==> src/rtl/true_form_pkg.sv <==
`default_nettype none
// ============================================================================
// Module : true_form_pkg
// Purpose: Shared types and helpers for the bit-serial sign-magnitude
//          subtractor: controller states, serial ALU modes, counter sizing
//          and the negative-zero suppression rule.
// Ports  : (package, none)
// Rev    : 1.0  initial release
// ============================================================================
package true_form_pkg;

  typedef enum logic [1:0] {
    IDLE = 2'd0,
    RUN  = 2'd1,
    FIX  = 2'd2,
    DONE = 2'd3
  } state_e;

  typedef enum logic [1:0] {
    ALU_ADD = 2'd0,
    ALU_SUB = 2'd1,
    ALU_NEG = 2'd2
  } alu_mode_e;

  // Bit-counter width for a WIDTH-bit word: enough to count M = WIDTH-1
  // magnitude bits, never narrower than one bit.
  function automatic int cnt_width(input int width);
    int w;
    w = $clog2(width - 1);
    return (w < 1) ? 1 : w;
  endfunction

  // A zero magnitude keeps a positive sign unless it is the wrapped result
  // of an overflow, where the operand sign is preserved.
  function automatic logic sm_neg_zero_fix(input logic sign,
                                           input logic nonzero,
                                           input logic of);
    return sign & (nonzero | of);
  endfunction

endpackage
`default_nettype wire

==> src/rtl/serial_bit_alu.sv <==
`default_nettype none
// ============================================================================
// Module : serial_bit_alu
// Purpose: One-bit full adder / subtractor / negator with a registered
//          carry (or borrow). Used LSB first, one bit per enabled cycle.
// Ports  : clk, rst      - clock, synchronous active-high reset
//          en_i          - store the carry-out for the next bit
//          clear_i       - force the stored carry to 0 (start add/sub)
//          preset_i      - force the stored carry to 1 (start negate)
//          mode_i        - ALU_ADD, ALU_SUB or ALU_NEG
//          a_bit_i       - operand A bit (or the bit being negated)
//          b_bit_i       - operand B bit (ignored in ALU_NEG)
//          r_bit_o       - result bit for the current position
//          c_next_o      - carry/borrow out of the current position
// Rev    : 1.0  initial release
// ============================================================================
module serial_bit_alu
  import true_form_pkg::*;
(
  input  logic       clk,
  input  logic       rst,
  input  logic       en_i,
  input  logic       clear_i,
  input  logic       preset_i,
  input  logic [1:0] mode_i,
  input  logic       a_bit_i,
  input  logic       b_bit_i,
  output logic       r_bit_o,
  output logic       c_next_o
);

  logic c_q;

  always_comb begin
    r_bit_o  = 1'b0;
    c_next_o = 1'b0;
    case (mode_i)
      ALU_ADD: begin
        r_bit_o  = a_bit_i ^ b_bit_i ^ c_q;
        c_next_o = (a_bit_i & b_bit_i) | (c_q & (a_bit_i ^ b_bit_i));
      end
      ALU_SUB: begin
        r_bit_o  = a_bit_i ^ b_bit_i ^ c_q;
        c_next_o = (~a_bit_i & b_bit_i) | (c_q & ~(a_bit_i ^ b_bit_i));
      end
      ALU_NEG: begin
        // Two's-complement negate: invert and add the carry seeded with 1.
        r_bit_o  = ~a_bit_i ^ c_q;
        c_next_o = ~a_bit_i & c_q;
      end
      default: begin
        r_bit_o  = 1'b0;
        c_next_o = 1'b0;
      end
    endcase
  end

  always_ff @(posedge clk) begin
    if (rst) begin
      c_q <= 1'b0;
    end else if (clear_i) begin
      c_q <= 1'b0;
    end else if (preset_i) begin
      c_q <= 1'b1;
    end else if (en_i) begin
      c_q <= c_next_o;
    end
  end

endmodule
`default_nettype wire

==> src/rtl/true_form_sub_serial.sv <==
`default_nettype none
// ============================================================================
// Module : true_form_sub_serial
// Purpose: Bit-serial sign-magnitude subtractor S = A - B. One magnitude bit
//          per cycle, LSB first; a negative raw difference is corrected by a
//          serial two's-complement pass over the stored magnitude.
// Ports  : clk, rst            - clock, synchronous active-high reset
//          in_valid / in_ready - operand handshake (A, B)
//          A, B                - sign-magnitude minuend / subtrahend
//          out_valid/out_ready - result handshake (S, OF)
//          S                   - sign-magnitude difference
//          OF                  - magnitude overflow (effective addition)
// Rev    : 1.0  initial release
// ============================================================================
module true_form_sub_serial
  import true_form_pkg::*;
#(
  parameter int WIDTH = 4
) (
  input  logic             clk,
  input  logic             rst,
  input  logic             in_valid,
  output logic             in_ready,
  input  logic [WIDTH-1:0] A,
  input  logic [WIDTH-1:0] B,
  output logic             out_valid,
  input  logic             out_ready,
  output logic [WIDTH-1:0] S,
  output logic             OF
);

  localparam int M  = WIDTH - 1;
  localparam int CW = cnt_width(WIDTH);
  localparam logic [CW-1:0] LAST = CW'(M - 1);

  state_e         state_q;
  logic [M-1:0]   mag_a_q;
  logic [M-1:0]   mag_b_q;
  logic [M-1:0]   res_q;
  logic [CW-1:0]  cnt_q;
  logic           sign_a_q;
  logic           sign_bp_q;
  logic           eff_diff_q;
  logic           nz_q;
  logic [WIDTH-1:0] s_q;
  logic           of_q;

  logic           alu_en;
  logic           alu_clear;
  logic           alu_preset;
  logic [1:0]     alu_mode;
  logic           alu_a;
  logic           alu_b;
  logic           r_bit;
  logic           c_next;

  logic [M:0]     res_ext;
  logic [M-1:0]   res_d;
  logic           nz_d;
  logic           last;
  logic           need_fix;
  logic           of_d;

  // Result bits enter at the top, so after M shifts the word is aligned.
  assign res_ext  = {r_bit, res_q};
  assign res_d    = res_ext[M:1];
  assign nz_d     = nz_q | r_bit;
  assign last     = (cnt_q == LAST);
  assign need_fix = eff_diff_q & c_next;
  assign of_d     = ~eff_diff_q & c_next;

  always_comb begin
    alu_en     = (state_q == RUN) || (state_q == FIX);
    alu_clear  = (state_q == IDLE);
    // Seed the negation carry in place of storing the final borrow.
    alu_preset = (state_q == RUN) && last && need_fix;
    alu_mode   = ALU_ADD;
    alu_a      = mag_a_q[0];
    alu_b      = mag_b_q[0];
    if (state_q == FIX) begin
      alu_mode = ALU_NEG;
      alu_a    = res_q[0];
    end else if (eff_diff_q) begin
      alu_mode = ALU_SUB;
    end
  end

  serial_bit_alu u_alu (
    .clk      (clk),
    .rst      (rst),
    .en_i     (alu_en),
    .clear_i  (alu_clear),
    .preset_i (alu_preset),
    .mode_i   (alu_mode),
    .a_bit_i  (alu_a),
    .b_bit_i  (alu_b),
    .r_bit_o  (r_bit),
    .c_next_o (c_next)
  );

  always_ff @(posedge clk) begin
    if (rst) begin
      state_q    <= IDLE;
      mag_a_q    <= '0;
      mag_b_q    <= '0;
      res_q      <= '0;
      cnt_q      <= '0;
      sign_a_q   <= 1'b0;
      sign_bp_q  <= 1'b0;
      eff_diff_q <= 1'b0;
      nz_q       <= 1'b0;
      s_q        <= '0;
      of_q       <= 1'b0;
    end else begin
      case (state_q)
        IDLE: begin
          if (in_valid) begin
            mag_a_q    <= A[M-1:0];
            mag_b_q    <= B[M-1:0];
            sign_a_q   <= A[WIDTH-1];
            sign_bp_q  <= ~B[WIDTH-1];
            eff_diff_q <= A[WIDTH-1] ^ ~B[WIDTH-1];
            res_q      <= '0;
            nz_q       <= 1'b0;
            cnt_q      <= '0;
            state_q    <= RUN;
          end
        end
        RUN: begin
          mag_a_q <= mag_a_q >> 1;
          mag_b_q <= mag_b_q >> 1;
          res_q   <= res_d;
          nz_q    <= nz_d;
          cnt_q   <= cnt_q + 1'b1;
          if (last) begin
            cnt_q <= '0;
            if (need_fix) begin
              nz_q    <= 1'b0;
              state_q <= FIX;
            end else begin
              s_q     <= {sm_neg_zero_fix(sign_a_q, nz_d, of_d), res_d};
              of_q    <= of_d;
              state_q <= DONE;
            end
          end
        end
        FIX: begin
          res_q <= res_d;
          nz_q  <= nz_d;
          cnt_q <= cnt_q + 1'b1;
          if (last) begin
            cnt_q   <= '0;
            s_q     <= {sm_neg_zero_fix(sign_bp_q, nz_d, 1'b0), res_d};
            of_q    <= 1'b0;
            state_q <= DONE;
          end
        end
        DONE: begin
          if (out_ready) begin
            state_q <= IDLE;
          end
        end
        default: state_q <= IDLE;
      endcase
    end
  end

  assign in_ready  = (state_q == IDLE);
  assign out_valid = (state_q == DONE);
  assign S         = s_q;
  assign OF        = of_q;

endmodule
`default_nettype wire

==> config.mk <==
export PLATFORM = sky130hd
export DESIGN_NAME = true_form_sub_serial
export DESIGN_NICKNAME = d
export VERILOG_FILES = /design/src/rtl/true_form_pkg.sv /design/src/rtl/serial_bit_alu.sv /design/src/rtl/true_form_sub_serial.sv
export SDC_FILE = /design/constraint.sdc
export NUM_CORES = 1
export LEC_CHECK = 0
export BUFFER_PORTS_ARGS = -buffer_cell sky130_fd_sc_hd__buf_4
export CAP_MARGIN = 20
export CORE_MARGIN = 2
export CORE_UTILIZATION = 50
export DETAILED_ROUTE_END_ITERATION = 8
export HOLD_SLACK_MARGIN = 0.1
export PLACE_DENSITY = 0.74
export SLEW_MARGIN = 20
export SYNTH_ARGS = -nofsm -noshare
export SYNTH_HDL_FRONTEND = slang
export SYNTH_HIERARCHICAL = 1
export SYNTH_SLANG_ARGS = --single-unit
==> constraint.sdc <==
create_clock -name clk -period 2.65 [get_ports clk]
set_clock_uncertainty 0.05 [all_clocks]
set_input_delay 0.265 -clock clk [delete_from_list [all_inputs] [get_ports clk]]
set_output_delay 0.265 -clock clk [all_outputs]
set_load 0.03 [all_outputs]
Yosys cells after proc, flatten, opt, wreduce, memory -nomap -nowiden

Index checks and enable logic that the tools add are counted.

Muxes and demuxes: 34
Reductions and logical operators: 19
Add/subtract/negate cells: 1
Bitwise gates (word level): 21
Equality and inequality tests: 11

Operators by type and width:

| kind                                                                   | number |
|---|---|
| 3-bit case mux with 2 select lines                                     | 3 |
| 2-bit two-way mux                                                      | 7 |
| 4-bit two-way mux                                                      | 3 |
| 1-bit two-way mux                                                      | 11 |
| 1-bit AND                                                              | 9 |
| 3-bit two-way mux                                                      | 3 |
| 2-bit equality test (second input constant)                            | 4 |
| 2-bit != test (second input constant)                                  | 4 |
| 2-bit case mux with 4 select lines                                     | 1 |
| 4-bit case mux with 2 select lines                                     | 1 |
| 2-bit AND reduction                                                    | 4 |
| 4-bit AND reduction                                                    | 2 |
| 2-bit nonzero test                                                     | 4 |
| 1-bit case mux with 3 select lines                                     | 2 |
| 2-bit OR reduction                                                     | 3 |
| 2-bit by 1-bit equality test with 1-bit output (second input constant) | 2 |
| 2-bit logical NOT                                                      | 2 |
| 1-bit inverter                                                         | 4 |
| 1-bit bitwise OR                                                       | 4 |
| 1-bit case mux with 2 select lines                                     | 2 |
| 2-bit case mux with 2 select lines                                     | 1 |
| 1-bit bitwise XOR                                                      | 4 |
| 3-bit nonzero test                                                     | 1 |
| 2-bit by 1-bit adder with 2-bit output (second input constant)         | 1 |
| 3 further kinds                                                        | 4 |

Bits of input ports: 12
Word-level logic and storage cells: 98
Register bits: 23
Output and inout bits: 7

Logic depth before layout (Yosys ltp)

Depth in word-level cells: 13
Mapped depth: 13
Gate-level depth less buffers: 13

By module

Netlist, hierarchy kept.

By module, submodules not included:

| module               | seq. area each (um2) | area an instance (um2) | times used | cells an instance |
|---|---|---|---|---|
| true_form_sub_serial | 440.4                | 1072.3                 | 1          | 115 |
| serial_bit_alu       | 20.0                 | 172.7                  | 1          | 22 |

Least setup slack after synthesis

OpenSTA, ideal clock, no wires.

Path kind: register to register
Start point: register state_q[0]
End point: register of_q, in the netlist OF
Arrival: 2.682 ns
Cell stages (with the launch flop): 13
Data required time: 2.472 ns
Path slack: -0.210 ns
Clock period less this slack: 2.860 ns
Path buffers: 0
Setup time: 0.128 ns
Cells stage by stage: dfxtp_1 -> inv_1 -> ha_1 -> mux2_2 -> inv_1 -> ha_1 -> mux2_2 -> a2bb2oi_2 -> a21oi_1 -> nand3_2 -> nor3b_4 -> mux2i_1 -> nor2_1

Elaborated cells on any way between the ends: 28
Classes of those cells: eq/ne (7); mux (6); bitwise (12); reduce/logical (3)

RTL lines:

| item                                              | line                        | RTL |
|---|---|---|
| start, declared                                   | true_form_sub_serial.sv:36  | `state_e state_q;` |
| start signal, assigned                            | true_form_sub_serial.sv:103 | `state_q <= IDLE;` |
| start signal, assigned                            | true_form_sub_serial.sv:126 | `state_q <= RUN;` |
| start signal, assigned                            | true_form_sub_serial.sv:139 | `state_q <= FIX;` |
| 2-bit equality test (*)                           | true_form_sub_serial.sv:80  | `if (state_q == FIX) begin` |
| 2-bit two-way mux (*)                             | true_form_sub_serial.sv:80  |  |
| named net alu_mode[1]                             | true_form_sub_serial.sv:51  | `logic [1:0] alu_mode;` |
| 2-bit equality test, or another cell as far along | serial_bit_alu.sv:37        | `case (mode_i)` |
| 1-bit case mux with 3 select lines (*)            | serial_bit_alu.sv:37        |  |
| named net c_next                                  | true_form_sub_serial.sv:55  | `logic c_next;` |
| 1-bit AND                                         | true_form_sub_serial.sv:70  | `assign of_d = ~eff_diff_q & c_next;` |
| 1-bit two-way mux                                 | true_form_sub_serial.sv:137 | `if (need_fix) begin` |
| 1-bit two-way mux                                 | true_form_sub_serial.sv:135 | `if (last) begin` |
| 1-bit case mux with 2 select lines                | true_form_sub_serial.sv:115 | `case (state_q)` |
| end signal, assigned                              | true_form_sub_serial.sv:113 | `of_q <= 1'b0;` |
| end signal, assigned                              | true_form_sub_serial.sv:142 | `of_q <= of_d;` |
| end signal, assigned                              | true_form_sub_serial.sv:154 | `of_q <= 1'b0;` |
| end, declared                                     | true_form_sub_serial.sv:46  | `logic of_q;` |

Mark *: on every way through the listed nets, which the timed path passes. The rest lies on a longest branch. The select of a mux whose other input is x is not followed.
A chain may end at the register's enable or synchronous reset.

Worst setup path after layout

Start point: register state_q[0]
End point: register s_q[1], in the netlist S[1]

Elaborated cells on any way between the ends: 25
Classes of those cells: eq/ne (7); mux (4); bitwise (11); reduce/logical (3)

RTL lines:

| item                                              | line                        | RTL |
|---|---|---|
| 2-bit equality test (*)                           | true_form_sub_serial.sv:80  |  |
| 2-bit two-way mux (*)                             | true_form_sub_serial.sv:80  |  |
| named net alu_mode[1]                             | true_form_sub_serial.sv:51  |  |
| 2-bit equality test, or another cell as far along | serial_bit_alu.sv:37        |  |
| 1-bit case mux with 3 select lines (*)            | serial_bit_alu.sv:37        |  |
| named net c_next                                  | true_form_sub_serial.sv:55  |  |
| 1-bit AND (*)                                     | true_form_sub_serial.sv:69  | `assign need_fix = eff_diff_q & c_next;` |
| 2-bit != test (no line) (*)                       | --                          |  |
| 4-bit AND reduction (no line) (*)                 | --                          |  |
| end signal, assigned                              | true_form_sub_serial.sv:141 | `s_q <= {sm_neg_zero_fix(sign_a_q, nz_d, of_d), res_d};` |
| end signal, assigned                              | true_form_sub_serial.sv:153 | `s_q <= {sm_neg_zero_fix(sign_bp_q, nz_d, 1'b0), res_d};` |
| end, declared                                     | true_form_sub_serial.sv:45  | `logic [WIDTH-1:0] s_q;` |

Mark *: on every way through the listed nets, which the timed path passes. The rest lies on a longest branch.

==> flow_summary.ini <==
[pwr]
power.switching_mw = 0.679
power.share.clock_pct = 10.5
total_power_mw = 1.54
switching_share_pct = 44.0
power_frac_comb_pct = 56.7
seqPwrFrac_pct = 32.8
p_int_mw = 0.866
peakVddDrop_uv = 551
power_density_nw_per_um2 = 1000
p_leak_nw = 0.595

[die]
start_util_pct = 51.7
die_height_um = 53.9
die-area_um2 = 2910
ios = 19
core_um2 = 2410
rows = 18
die_x_um = 53.9

[final_layout]
finalCoreUtilization_pct = 64.1
drive_gt1_share_pct = 30.5
final_cells = 194
final_nets = 184
layout_commonest_cell = buf_4
multi_input_area_um2 = 786
diodes = 0
mostFrequentLayoutCells = buf_4, nor2_1, dfxtp_1, mux2i_1, a21oi_1
syn_to_final_growth_pct = 24.0
nFillCells = 201
final-seq-area_um2 = 465
design_area_um2 = 1540

[placement]
place.gp.congestion = 0.739
dpl_cell_area_um2 = 1430
dp.cells = 184
dpl.hpwl_um = 1950
port_buffers = 18

[setup_path]
critPathTopFamily = multiplexers
critical_path_buf_inv_count = 3
cp_max_fo = 6
crit_arrival_ps = 2710
cpMaxStageDelayCell = dfxtp_2
cp-end-kind = flip-flop
cp_data_required_time_ps = 2810
worst_path_most_repeated_cell = inv_2
path_cells = inv_2 -> ha_4 -> mux2_4 -> inv_2 -> ha_1 -> mux2_2 -> a2bb2oi_2 -> a21oi_2 -> nand3_2 -> nor3b_4 -> buf_6 -> mux2i_1 -> nor2_1
critPathMaxStageDelay_ps = 340
critPathKind = flip-flop to flip-flop
crit_path_start_kind = flip-flop
rrSetupSlack_ps = 100

[timing]
worst_pin_slew_ps = 505
finalCriticalPeriod_ps = 2550
rsz0062_at_grt = true
max_clock_freq_mhz = 392
hold_ws_ps = 113
hold_violations = 0
slew_headroom_pct = 66.4
period_share_pct = 96.2
setup_violations = 0
report.final.slew_viol_count = 0

[route]
wire_per_inst_um = 13.7
remaining_drc_errors = 0
drt_wl_total_um = 2670
ant_nets = 0
via_per_inst = 5.41
num_vias = 1049
drtPass1Iterations = 4
drt_iter0_drc = 19

[yosys]
ys_ff_latch = 23
synth_nets = 156
synthArstFlopShare_pct = 0
synth.distinct_cells = 43
yosysSeqAreaShare_pct = 37.0
synth_edf_count = 0
post_synth.cell_area_avg_um2 = 9.09
syn_area_um2 = 1240
synth_ff_type = dfxtp_1
postSynthCellCount = 137
yosysWarnings = 6

[global_route]
antenna_found_initial = 0
grt_pass1_wl_um = 4250
grt_pass1_vias = 944
overflow = 0
grt_max_degree = 25
track_usage_pct = 20.4

[outcome]
outcome = finished, final reports clean

[cts]
cts_htree_levels = 1
cts.sinks = 23
tritoncts = yes
cts.path.max_buffers = 2
clkTransAtPathRegs_ps = 130
clk_latency_ps = 320
cts.root.buffer_cell = clkbuf_4
cts_buffers = 3

[min_path]
holdCritPathClass = input port to flip-flop

[run]
cap_violations = 0
-- area by class of cell --
type | instances | area share, %
Tap cell | 30 | 2.43
Sequential cell | 23 | 30.1
Inverter | 5 | 1.22
Multi-Input combinational cell | 105 | 50.9
Clock inverter | 1 | 0.324
Clock buffer | 3 | 1.46
Timing Repair Buffer | 27 | 13.5
-- logic make-up after synthesis --
group | after synthesis | synth area share [%]
AND/OR/NAND/NOR | 52 | 23.3
multiplexers | 11 | 9.05
flip-flops | 23 | 37.0
XOR/XNOR | 1 | 0.704
AO/OA/AOI/OAI | 34 | 19.5
buffers and inverters | 9 | 3.42
adder cells (fa/ha/maj) | 7 | 7.03
-- cells in the mapped netlist (2+ instances only) --
cell      count  area (um2)
a32oi_1       3        26.3
a211oi_1      5        37.5
ha_1          7        87.6
nor2_1       24        90.1
dfxtp_1      23         460
a22oi_1       2        15.0
and2b_1       2        15.0
a21oi_1       9        45.0
mux2_2        2        22.5
mux2i_1       9        90.1
nand3_1       2        10.0
nand2_1       5        18.8
a311oi_1      2        17.5
inv_1         5        18.8
o21ai_0       4        20.0
clkbuf_1      2        7.51
nor2b_1       5        31.3
-- worst register-to-register path, cell delays in order, from the launching register on --
cell       delay (ps)
dfxtp_2           340
inv_2              90
ha_4              140
mux2_4            330
inv_2              80
ha_1              260
mux2_2            280
a2bb2oi_2         150
a21oi_2            60
nand3_2            80
nor3b_4           190
buf_6             150
mux2i_1           180
nor2_1             60
-- flip-flops by register name, indices dropped and copies added, names as in the netlist --
name,count
cnt_q,2
S,4
mag_a_q,3
u_alu/c_q,1
OF,1
res_q,3
nz_q,1
sign_bp_q,1
state_q,2
eff_diff_q,1
sign_a_q,1
mag_b_q,3
-- per-stage QoR --
| stage | setup slack [ps] | TNS (ps) |
|---|---|---|
| floorplan | 16.5 | 0 |
| global placement | 23.8 | 0 |
| detailed placement | -66.9 | -273 |
| CTS | 5.46 | 0 |
| global route | -23.6 | -59.9 |
| finish | 99.5 | 0 |
-- worst paths after layout --
check	start	end	cells past startpoint
worst max register to register	state_q[0]	S[1]	13
worst min-delay path	in_valid	sign_bp_q	2
worst min register to register	sign_a_q	sign_a_q	2
worst max-delay path	state_q[0]	S[1]	13
-- layer usage --
metal  part of all wire [%]  up-vias  wire length [um]  GRT usage [%]
li1                       -      545                 -              -
met1                     46      477              1240           27.2
met2                     49       23              1300           32.1
met3                    3.5        4                94           2.78
met4                    1.2        0                32           10.3
met5                      0        -                 0              0
-- power groups by stage --
stage                     clock network [mW]  logic, mW  registers, mW
after floorplan                            0      0.624          0.489
after global placement                     0      0.776          0.497
after detailed placement                   0      0.805          0.506
after CTS                              0.169      0.815          0.500
after global routing                   0.182      0.971          0.516
final                                  0.162      0.876          0.506
-- timing repair --
action / 4_1_cts / 5_1_grt
buffers inserted: 1 / 4
endpoints found under the setup margin: 5 / 6
hold endpoints to repair: 1 / 0
hold buffers: 1 / 0
pin swaps: 0 / 6
gates resized for setup: 2 / 12
Power figures use the tool's default switching activity.
